==> config.mk <==
export PLATFORM = sky130hd
export DESIGN_NAME = mouse_packet_ctrl
export DESIGN_NICKNAME = d
export VERILOG_FILES = /design/src/rtl/mouse_packet_ctrl.sv
export SDC_FILE = /design/constraint.sdc
export NUM_CORES = 1
export LEC_CHECK = 0
export CORE_MARGIN = 3
export CORE_UTILIZATION = 59
export DETAILED_ROUTE_END_ITERATION = 7
export HOLD_SLACK_MARGIN = 0.1
export PLACE_DENSITY = 0.86
export SKIP_CTS_REPAIR_TIMING = 1
export SYNTH_ARGS = -nofsm -noshare
export SYNTH_HDL_FRONTEND = slang
export SYNTH_SLANG_ARGS = --single-unit
==> constraint.sdc <==
create_clock -name clk -period 5.4 [get_ports clk]
set_input_delay 1.62 -clock clk [delete_from_list [all_inputs] [get_ports clk]]
set_output_delay 1.62 -clock clk [all_outputs]
set_load 0.01 [all_outputs]
==> src/rtl/mouse_packet_ctrl.sv <==
// Groups PS/2 bytes into 3-byte mouse packets and decodes the buttons and the sign/magnitude velocity.
// Define MOUSE_PKT_CHECK_EN to require byte0 bit3 = 1 and to count framing errors in err_cnt.
module mouse_packet_ctrl #(
  parameter int TIMEOUT_CYCLES = 10000000,
  parameter int VSHIFT         = 1
) (
  input  logic       clk,
  input  logic       rstn,
  input  logic       byte_ready,
  input  logic [7:0] byte_data,
  output logic       pkt_valid,
  output logic       btn_left,
  output logic       btn_right,
  output logic       btn_mid,
  output logic [9:0] vx,
  output logic [9:0] vy,
  output logic       dx,
  output logic       dy,
  output logic [1:0] state,
  output logic [7:0] err_cnt
);
  localparam int CW = $clog2(TIMEOUT_CYCLES) + 1;
  localparam logic [CW-1:0] C_TERM = CW'(TIMEOUT_CYCLES - 1);

  typedef enum logic [1:0] {S_IDLE = 2'd0, S_B1 = 2'd1, S_B2 = 2'd2, S_HOLD = 2'd3} state_t;

  state_t        r_state, w_next;
  logic          r_sync1, r_sync2, r_prev;
  logic          w_acc, w_timeout, w_b0_ok;
  logic          w_load_b0, w_decode, w_clr_vel;
  logic [CW-1:0] r_cnt;
  logic [3:0]    r_b0_hi;   // byte0[7:4]: y ovf, x ovf, y sign, x sign
  logic [2:0]    r_b0_btn;
  logic [7:0]    r_b1;
  logic          r_pkt_valid, r_btn_l, r_btn_r, r_btn_m, r_dx, r_dy;
  logic [9:0]    r_vx, r_vy;
  logic [8:0]    w_x, w_y, w_xmag, w_ymag;
  logic [7:0]    w_magx, w_magy, w_shx, w_shy;

  always_ff @(posedge clk or negedge rstn) begin
    if (!rstn) begin
      r_sync1 <= 1'b0;
      r_sync2 <= 1'b0;
      r_prev  <= 1'b0;
    end else begin
      r_sync1 <= byte_ready;
      r_sync2 <= r_sync1;
      r_prev  <= r_sync2;
    end
  end

  assign w_acc     = r_sync2 & ~r_prev;
  assign w_timeout = (r_state != S_IDLE) && (r_cnt == C_TERM);

`ifdef MOUSE_PKT_CHECK_EN
  assign w_b0_ok = byte_data[3];
`else
  assign w_b0_ok = 1'b1;
`endif

  always_ff @(posedge clk or negedge rstn) begin
    if (!rstn) r_state <= S_IDLE;
    else       r_state <= w_next;
  end

  // A byte arriving in the timeout cycle takes priority over the timeout.
  always_comb begin
    w_next = r_state;
    case (r_state)
      S_IDLE: if (w_acc && w_b0_ok) w_next = S_B1;
      S_B1: begin
        if (w_acc)          w_next = S_B2;
        else if (w_timeout) w_next = S_IDLE;
      end
      S_B2: begin
        if (w_acc)          w_next = S_HOLD;
        else if (w_timeout) w_next = S_IDLE;
      end
      default: begin
        if (w_acc)          w_next = w_b0_ok ? S_B1 : S_IDLE;
        else if (w_timeout) w_next = S_IDLE;
      end
    endcase
  end

  always_comb begin
    w_load_b0 = 1'b0;
    w_decode  = 1'b0;
    if (w_acc) begin
      case (r_state)
        S_IDLE, S_HOLD: w_load_b0 = w_b0_ok;
        S_B2:           w_decode  = 1'b1;
        default:        ;
      endcase
    end
    w_clr_vel = (w_next != S_HOLD);
  end

  always_ff @(posedge clk or negedge rstn) begin
    if (!rstn)                          r_cnt <= '0;
    else if (w_acc || r_state == S_IDLE) r_cnt <= '0;
    else if (r_cnt != C_TERM)            r_cnt <= r_cnt + 1'b1;
  end

  // Byte2 is decoded straight off byte_data in its accept cycle.
  assign w_x    = {r_b0_hi[0], r_b1};
  assign w_y    = {r_b0_hi[1], byte_data};
  assign w_xmag = r_b0_hi[0] ? (~w_x + 9'd1) : w_x;
  assign w_ymag = r_b0_hi[1] ? (~w_y + 9'd1) : w_y;
  assign w_magx = (r_b0_hi[2] | w_xmag[8]) ? 8'hFF : w_xmag[7:0];
  assign w_magy = (r_b0_hi[3] | w_ymag[8]) ? 8'hFF : w_ymag[7:0];
  assign w_shx  = w_magx >> VSHIFT;
  assign w_shy  = w_magy >> VSHIFT;

  always_ff @(posedge clk or negedge rstn) begin
    if (!rstn) begin
      r_b0_hi     <= '0;
      r_b0_btn    <= '0;
      r_b1        <= '0;
      r_pkt_valid <= 1'b0;
      r_btn_l     <= 1'b0;
      r_btn_r     <= 1'b0;
      r_btn_m     <= 1'b0;
      r_dx        <= 1'b0;
      r_dy        <= 1'b0;
      r_vx        <= '0;
      r_vy        <= '0;
    end else begin
      r_pkt_valid <= w_decode;
      if (w_load_b0) begin
        r_b0_hi  <= byte_data[7:4];
        r_b0_btn <= byte_data[2:0];
      end
      if (w_acc && r_state == S_B1) r_b1 <= byte_data;
      if (w_decode) begin
        r_btn_l <= r_b0_btn[0];
        r_btn_r <= r_b0_btn[1];
        r_btn_m <= r_b0_btn[2];
        r_dx    <= ~r_b0_hi[0];
        r_dy    <= ~r_b0_hi[1];
        r_vx    <= {2'b00, w_shx};
        r_vy    <= {2'b00, w_shy};
      end else if (w_clr_vel) begin
        r_vx <= '0;
        r_vy <= '0;
      end
    end
  end

`ifdef MOUSE_PKT_CHECK_EN
  logic       w_err;
  logic [7:0] r_err_cnt;
  assign w_err = w_acc && (r_state == S_IDLE || r_state == S_HOLD) && !w_b0_ok;

  always_ff @(posedge clk or negedge rstn) begin
    if (!rstn)                           r_err_cnt <= '0;
    else if (w_err && r_err_cnt != 8'hFF) r_err_cnt <= r_err_cnt + 8'd1;
  end
  assign err_cnt = r_err_cnt;
`else
  assign err_cnt = 8'd0;
`endif

  assign pkt_valid = r_pkt_valid;
  assign btn_left  = r_btn_l;
  assign btn_right = r_btn_r;
  assign btn_mid   = r_btn_m;
  assign vx        = r_vx;
  assign vy        = r_vy;
  assign dx        = r_dx;
  assign dy        = r_dy;
  assign state     = r_state;
endmodule
==> metrics.md, run 1 <==
| Metric | Value |
|---|---|
| Status | `completed` |
| GRT Max-Usage Layer | `met2` |
| Cells after DPL | `409` |
| Final setup TNS | `0 ns` |
| Logic gate share of total power | `between 30% and 40%` |
| Total track usage | `roughly a quarter` |
| Power share of the clock group | `between 20% and 30%` |
| Worst-Skew Late Latency | `0.35 ns` |
| Clk sinks | `65` |
| Buffers on Ports | `32` |
| Cell Rows | `26` |
| Hold Crit Class | `reg -> reg` |
| Net Sw Frac | `34.98%` |
| Final wirelength | `7.034 mm` |
| Layout Skew | `0.006813 ns` |
| Core ar. | `5303 um2` |
| Slowest cell on the critical path | `a31oi_1` |
| WHS | `0.3621 ns` |
| Primary FF master, synth | `dfrtp_1` |
| Library cells used by synthesis | `between 40 and 50` |
| Largest family of logic cells by synthesized area | `simple AND/OR/NAND/NOR gates` |
| Final Max Slew Viols | `0` |
| Post-synth top area cell | `dfrtp_1` |
| Max-slew headroom | `29.30%` |
| Initial DRC count | `166` |
| Max_cap viols | `0` |
| Routed WL per cell | `16.67 um` |
| Layout cells sized above 1 | `12.22%` |
| Met1 usage | `30.27%` |
| Initial antenna violation count | `0` |
| Drc violations | `0` |
| Synth async-reset ratio | `100.0%` |
| Flops & latches, synth | `65` |
| Cells after Synth | `315` |
| GPL Wtd Cong | `0.8869` |
| Min Tclk post-route | `3.355 ns` |
| Final Cycle Share | `between 60% and 70%` |
| Most instantiated cells after synthesis | `dfrtp_1 (65), nor2_1 (27), xor2_1 (21)` |
| Post-route ant nets | `0` |
| Setup crit end kind | `flop` |
| Crit path DAT | `3.58 ns` |
| Yosys warns | `0` |
| XOR/XNOR Fraction of Synth Area | `7.572%` |
| Post-synthesis simple-gate area fraction | `17.34%` |
| Largest net degree at the start of global routing | `66` |
| Area added between synthesis and finish | `14.47%` |
| Sw Pwr | `0.0005615 W` |
| Peak Freq | `a little under 300 MHz` |
| Leakage power | `about 1.8 nW` |
| N_diodes | `0` |
| DIE HEIGHT | `81.40 um` |
| Initial Util | `a little over three fifths` |
| Clock-pin slew on the worst setup and hold paths | `approximately 0.060 ns` |
| Number of flops mapped to enable cells by yosys | `0` |
| Critical Path RT | `5.63 ns` |
| Sequential share of power | `43.8%` |
| Register area share after synthesis | `48.49%` |
| Vias/cell | `about 6.0` |
| GRT met2 Usage | `38.84%` |
| CTS tree | `yes` |
| Grt total ovfl | `0` |
| TritonRoute pass-1 iters | `4` |
| CP startpoint kind | `input port` |
| Compound-cell area share of the yosys netlist | `12.46%` |
| Max IR drop VDD | `0.3408 mV` |
| Crit path max fanout | `7` |
| H-tree depth | `3` |
| HPWL after DPL | `4.528 mm` |
| Worst Setup Path Type | `in -> reg` |
| PD cells | `418.0 nW/um2` |
| Finished Layout Cells | `422` |
| Fraction of synthesized area in multiplexers | `6.266%` |
| IO Count | `47` |
| Buf/Inv on CP | `2` |
| Yosys top cell area share | `48.49%` |
| Final setup fails | `0` |
| Vias | `~2500` |
| CP cell instances | `clkdlybuf4s50_1 > inv_1 > ha_1 > or3b_2 > nor3_1 > a31oi_1 > a21oi_1 > a21o_1` |
| Post-layout nets | `368` |
| Unrepaired setup endpoints after global routing | `no` |
| Crit path largest cell delay | `around 0.55 ns` |
| Die Wd | `81.40 um` |
| Root Buffer | `clkbuf_8` |
| Vias in the first global route | `around 2500` |
| Main area contributors after synthesis | `dfrtp_1 (48%), xor2_1 (5.5%), mux2_2 (5.4%)` |
| First-pass GRT wire length | `11.82 mm` |
| M3 GR Usage | `5.987%` |
| Worst slew pin tran | `between 1 and 1.5 ns` |
| Int Power | `0.001044 W` |
| Final hold vios | `0` |
| Clock tree buffer depth | `2` |
| Mean Syn Cell Area | `10.65 um2` |
| Most common cell in the netlist | `dfrtp_1` |
| Fillers | `around 380` |
| Synthesized cell area | `3354 um2` |
| Synth Area in Adders | `under 10%` |
| Top Family by Delay on Critical Path | `compound AO/OA/AOI/OAI gates` |
| Total CTS buffers | `9` |
| Total die area | `6626 um2` |
-- final timing paths --
| check | from | to | slack (ns) | cells past startpoint |
|---|---|---|---|---|
| max | byte_data[1] | vy[4] | 2.05 | 8 |
| min | r_sync1 | r_sync2 | 0.36 | 0 |
| max reg2reg | state[0] | state[1] | 3.07 | 5 |
| min reg2reg | r_sync1 | r_sync2 | 0.36 | 0 |
| max in group asynchronous | rstn | r_prev | 3.42 | 2 |
| min in group asynchronous | rstn | r_cnt[23] | 1.44 | 2 |
-- logic make-up after synthesis --
logic type                 after synthesis
buffers and inverters                   30
AOI/OAI and AO/OA                       63
other                                    1
muxes                                   19
adders and majority gates                7
DFF                                     65
and+or+nand+nor                        101
xor gates and xnor gates                29
-- worst register-to-register path: cells and delay by family (launching register included) --
family	cells	cell delay (ns)
AOI/OAI and AO/OA	1	0.11
adders and majority gates	1	0.28
buffers and inverters	1	0.10
DFF	1	0.42
and+or+nand+nor	2	1.26
-- through the flow --
stage / total power [W] / cell area [um2] / util, % / setup WS, ns
global route: 0.001697 / 3840 / 72.42 / 1.910
floorplan: 0.001050 / 3403 / - / 2.380
detailed placement: 0.001225 / 3671 / 69.23 / 1.749
global placement: 0.001200 / 3671 / 69.23 / 1.837
finish: 0.001605 / 3840 / 72.42 / 2.045
CTS: 0.001602 / 3840 / 72.42 / 2.063
-- routing by layer --
metal	vias to the layer above	wire length (um)
li1	1170	-
met1	1244	3057
met2	114	3407
met3	13	455
met4	0	114
met5	-	0
-- cells in the final DEF (no fill, tap or decap), types with 4 or more instances in the layout --
cell type	instances
dfrtp_1	65
clkdlybuf4s50_1	31
nor2_1	27
xor2_1	21
nand2_1	18
a21oi_1	16
mux2_2	16
a21o_1	14
conb_1	14
clkbuf_8	12
o21ai_0	9
inv_1	8
xnor2_1	8
nand3_1	8
nand4_1	7
ha_1	7
o211ai_1	5
o31ai_1	5
nor3_1	5
and3_1	4
and4_1	4
nor4_1	4
or4_1	4
-- power by group through the flow --
stage	clock (W)	sequential, W	combinational, W
4_1_cts	0.000371	0.000701	0.000530
2_1_floorplan	0	0.000686	0.000364
6_report	0.000373	0.000703	0.000529
3_3_place_gp	0	0.000703	0.000497
5_1_grt	0.000395	0.000722	0.000580
3_5_place_dp	0	0.000707	0.000518
-- flip-flops by register name, summed over array words and instances, names as in the netlist --
| signal | flops |
|---|---|
| btn_left | 1 |
| btn_mid | 1 |
| btn_right | 1 |
| dx | 1 |
| dy | 1 |
| pkt_valid | 1 |
| r_b0_btn | 3 |
| r_b0_hi | 4 |
| r_b1 | 8 |
| r_cnt | 25 |
| r_prev | 1 |
| r_sync1 | 1 |
| r_sync2 | 1 |
| state | 2 |
| vx | 7 |
| vy | 7 |
-- layout make-up --
type	instances	area (um2)	share of cell area, %
clock buffers	13	168.9	4.399
inverters	8	30.03	0.7820
multi-input cells	233	1604	41.77
flip-flops and latches	65	1627	42.36
well taps	70	87.58	2.281
repair buffers	33	322.8	8.407
Note: power is estimated with default switching activity, not from simulation.
==> run 2, diff against run 1 <==
--- a/config.mk
+++ b/config.mk
@@ -6,10 +6,10 @@
 export NUM_CORES = 1
 export LEC_CHECK = 0
 export CORE_MARGIN = 3
-export CORE_UTILIZATION = 59
+export CORE_UTILIZATION = 49
 export DETAILED_ROUTE_END_ITERATION = 7
 export HOLD_SLACK_MARGIN = 0.1
-export PLACE_DENSITY = 0.86
+export PLACE_DENSITY = 0.77
 export SKIP_CTS_REPAIR_TIMING = 1
 export SYNTH_ARGS = -nofsm -noshare
 export SYNTH_HDL_FRONTEND = slang
==> constraint.sdc (replaced) <==
create_clock -name clk -period 2.89 [get_ports clk]
set_input_delay 0.867 -clock clk [delete_from_list [all_inputs] [get_ports clk]]
set_output_delay 0.867 -clock clk [all_outputs]
set_load 0.01 [all_outputs]
==> run 2 against run 1 <==
Against the previous run:
- critical path type unchanged
- register-to-register slack got worse by 2.2 ns
- via count is 4.6% lower
- hold slack gained 0.00051 ns
- count of clock-buffer cells in the layout shrank 4
- wire length fell by 7.6%
- combinational power is 86% higher
- first-iteration DRC count fell by 16%
- non-clock buffer count increased by 6
- final area up 1.8%
- core utilization down 12 points
- total power increased by 85%
==> metrics.md, run 2 (synthesized netlist as in run 1, its figures left out) <==
| Metric | Value |
|---|---|
| Cell Rows | `29 (+12%)` |
| Int Power | `0.001908 W (+83%)` |
| Final setup fails | `0 (unchanged)` |
| N_diodes | `0 (unchanged)` |
| Die Wd | `88.74 um (+9.0%)` |
| Crit path max fanout | `3 (-4)` |
| Crit path largest cell delay | `0.48 ns (-0.07 ns)` |
| Worst slew pin tran | `0.7674 ns (-0.2851 ns)` |
| Final setup TNS | `0 ns (unchanged)` |
| Final hold vios | `0 (unchanged)` |
| Cells on Worst Hold Path | `0 (unchanged)` |
| Total die area | `7875 um2 (+19%)` |
| Commonest cells after routing, fill and taps aside | `dfrtp_1 (65), clkdlybuf4s50_1 (31), nor2_1 (27)` |
| Min Tclk post-route | `2.492 ns` |
| Logic gate share of total power | `33.2% (+0.2 points)` |
| Power share of the clock group | `22.7% (-0.6 points)` |
| Max IR drop VDD | `0.4390 mV (+29%)` |
| DIE HEIGHT | `88.74 um (+9.0%)` |
| IO Count | `47 (unchanged)` |
| Drc violations | `0 (unchanged)` |
| PD cells | `759.5 nW/um2 (+82%)` |
| Status | `completed` |
| Core ar. | `6495 um2 (+22%)` |
| Final wirelength | `6.499 mm (-7.6%)` |
| Routed WL per cell | `14.84 um (-11%)` |
| Setup crit end kind | `flop` |
| Crit path DAT | `2.73 ns (-0.85 ns)` |
| FF-to-FF setup slack | `0.83 ns (-2.24 ns)` |
| Post-layout nets | `374 (+1.6%)` |
| Final Max Slew Viols | `0 (unchanged)` |
| Unrepaired setup endpoints after global routing | `no` |
| Initial Util | `51.65% (-12 points)` |
| WHS Endpoint | `r_sync2` |
| Layout cells sized above 1 | `14.68% (+2.5 points)` |
| Number of flip-flops under the largest register name | `25 (unchanged)` |
| H-tree depth | `3 (unchanged)` |
| Layout Skew | `0.006639 ns (-0.0001740 ns)` |
| Worst r2r src | `state[0]` |
| Max-slew headroom | `48.72% (+19 points)` |
| Area added between synthesis and finish | `16.52%` |
| Initial DRC count | `140 (-16%)` |
| Min setup slack post-route | `0.3978 ns (-1.647 ns)` |
| Clk sinks | `65 (unchanged)` |
| Total track usage | `18.56% (-5.2 points)` |
| Fillers | `538 (+41%)` |
| CP cell instances | `clkdlybuf4s50_1 > inv_1 > ha_1 > or3b_2 > o31ai_1 > xor2_1 > a21oi_1 > a21o_1` |
| Clock-pin slew on the worst setup and hold paths | `0.08 ns (+0.02 ns)` |
| WHS | `0.3626 ns (+0.0005110 ns)` |
| CTS tree | `yes` |
| Worst slack, placed | `0.05763 ns (-1.692 ns)` |
| Sequential share of power | `44.1% (+0.3 points)` |
| Reg with most FFs | `r_cnt` |
| Worst Setup Path Type | `in -> reg` |
| Vias/cell | `5.532 (-8.1%)` |
| Finished Layout Cells | `438 (+3.8%)` |
| Peak Freq | `401.3 MHz` |
| Initial antenna violation count | `0 (unchanged)` |
| Total CTS buffers | `9 (unchanged)` |
| Hold Crit Class | `reg -> reg` |
| HP Start | `r_sync1` |
| Slowest cell on the critical path | `or3b_2` |
| Grt total ovfl | `0 (unchanged)` |
| GPL Wtd Cong | `0.8736 (-1.5%)` |
| Post-route ant nets | `0 (unchanged)` |
| Register area | `1627 um2 (unchanged)` |
| Buffers on Ports | `32 (unchanged)` |
| Reg2reg end | `vx[3]` |
| Critical Path RT | `3.13 ns (-2.50 ns)` |
| Most common cell after layout, fill and taps aside | `dfrtp_1` |
| CP startpoint kind | `input port` |
| Max_cap viols | `0 (unchanged)` |
| Cells after DPL | `422 (+3.2%)` |
| Clock tree buffer depth | `2 (unchanged)` |
| Util after Layout | `60.18% (-12 points)` |
| Vias in the first global route | `2376 (-5.5%)` |
| Footprint of the multi-input gates | `1604 um2 (unchanged)` |
| Worst-Skew Late Latency | `0.34 ns (about the same)` |
| First-pass GRT wire length | `11.27 mm (-4.7%)` |
| Leakage power | `1.845 nW (+1.7%)` |
| Sw Pwr | `0.001061 W (+89%)` |
| TritonRoute pass-1 iters | `4 (unchanged)` |
| Vias | `2423 (-4.6%)` |
| HPWL after DPL | `4.504 mm (-0.54%)` |
| Root Buffer | `clkbuf_8` |
| Worst Reg-to-Reg Cells | `7 (+2)` |
| Largest net degree at the start of global routing | `66 (unchanged)` |
| Largest regs | `r_cnt (25), r_b1 (8)` |
| Final Cycle Share | `86.23%` |
| Net Sw Frac | `35.73% (+0.75 points)` |
==> run 2: cell types whose count changed in the layout (fill, tap and decap cells not counted), sizes merged <==
cell and delta:
clkinv +5, clkbuf -4, clkinvlp +2, buf +6
==> run 2: worst max path at each step <==
stage / start / end / depth (start not counted)
2_1_floorplan: byte_data[0] / vy[5] / 7
3_3_place_gp: byte_data[0] / vy[5] / 8
3_5_place_dp: byte_data[0] / vy[5] / 8
4_1_cts: byte_data[0] / vy[5] / 8
5_1_grt: byte_data[0] / vy[5] / 8
6_report: byte_data[0] / vy[5] / 8
==> run 2: worst max-delay path, delay by kind of cell <==
kind            cells  cell delay [ns]
compound gates      3             0.52
fa+ha+maj           1             0.16
simple gates        1             0.48
xor+xnor            1             0.17
buf+inv             2             0.52
==> run 2: final cells by class <==
type	instances	area share [%]
clock inverter	7	1.216
multi-input combinational	233	41.04
timing repair buffer	39	9.731
clock buffer	9	3.169
inverter	8	0.7682
sequential	65	41.61
tap	77	2.465
==> run 2: layer usage <==
| layer | up-vias | global-route usage (%) | share of wire [%] |
|---|---|---|---|
| li1 | 1184 | - | - |
| met2 | 54 | 28.34 | 45 |
| met5 | - | 0 | 0 |
| met1 | 1173 | 25.10 | 48 |
| met4 | 0 | 7.418 | 1.7 |
| met3 | 12 | 5.121 | 4.8 |
==> run 2: power groups by stage <==
| stage | clock network (W) | registers, W | logic, W |
|---|---|---|---|
| after floorplan | 0 | 0.00128 | 0.000680 |
| after global placement | 0 | 0.00132 | 0.000966 |
| after detailed placement | 0 | 0.00132 | 0.000989 |
| after CTS | 0.000690 | 0.00131 | 0.000998 |
| after global routing | 0.000731 | 0.00134 | 0.00110 |
| final | 0.000675 | 0.00131 | 0.000985 |
==> run 2: through the flow <==
stage / instance area [um2] / power [W]
2_1_floorplan: 3403 / 0.001962
3_3_place_gp: 3737 / 0.002284
3_5_place_dp: 3737 / 0.002313
4_1_cts: 3909 / 0.002995
5_1_grt: 3909 / 0.003172
6_report: 3909 / 0.002969
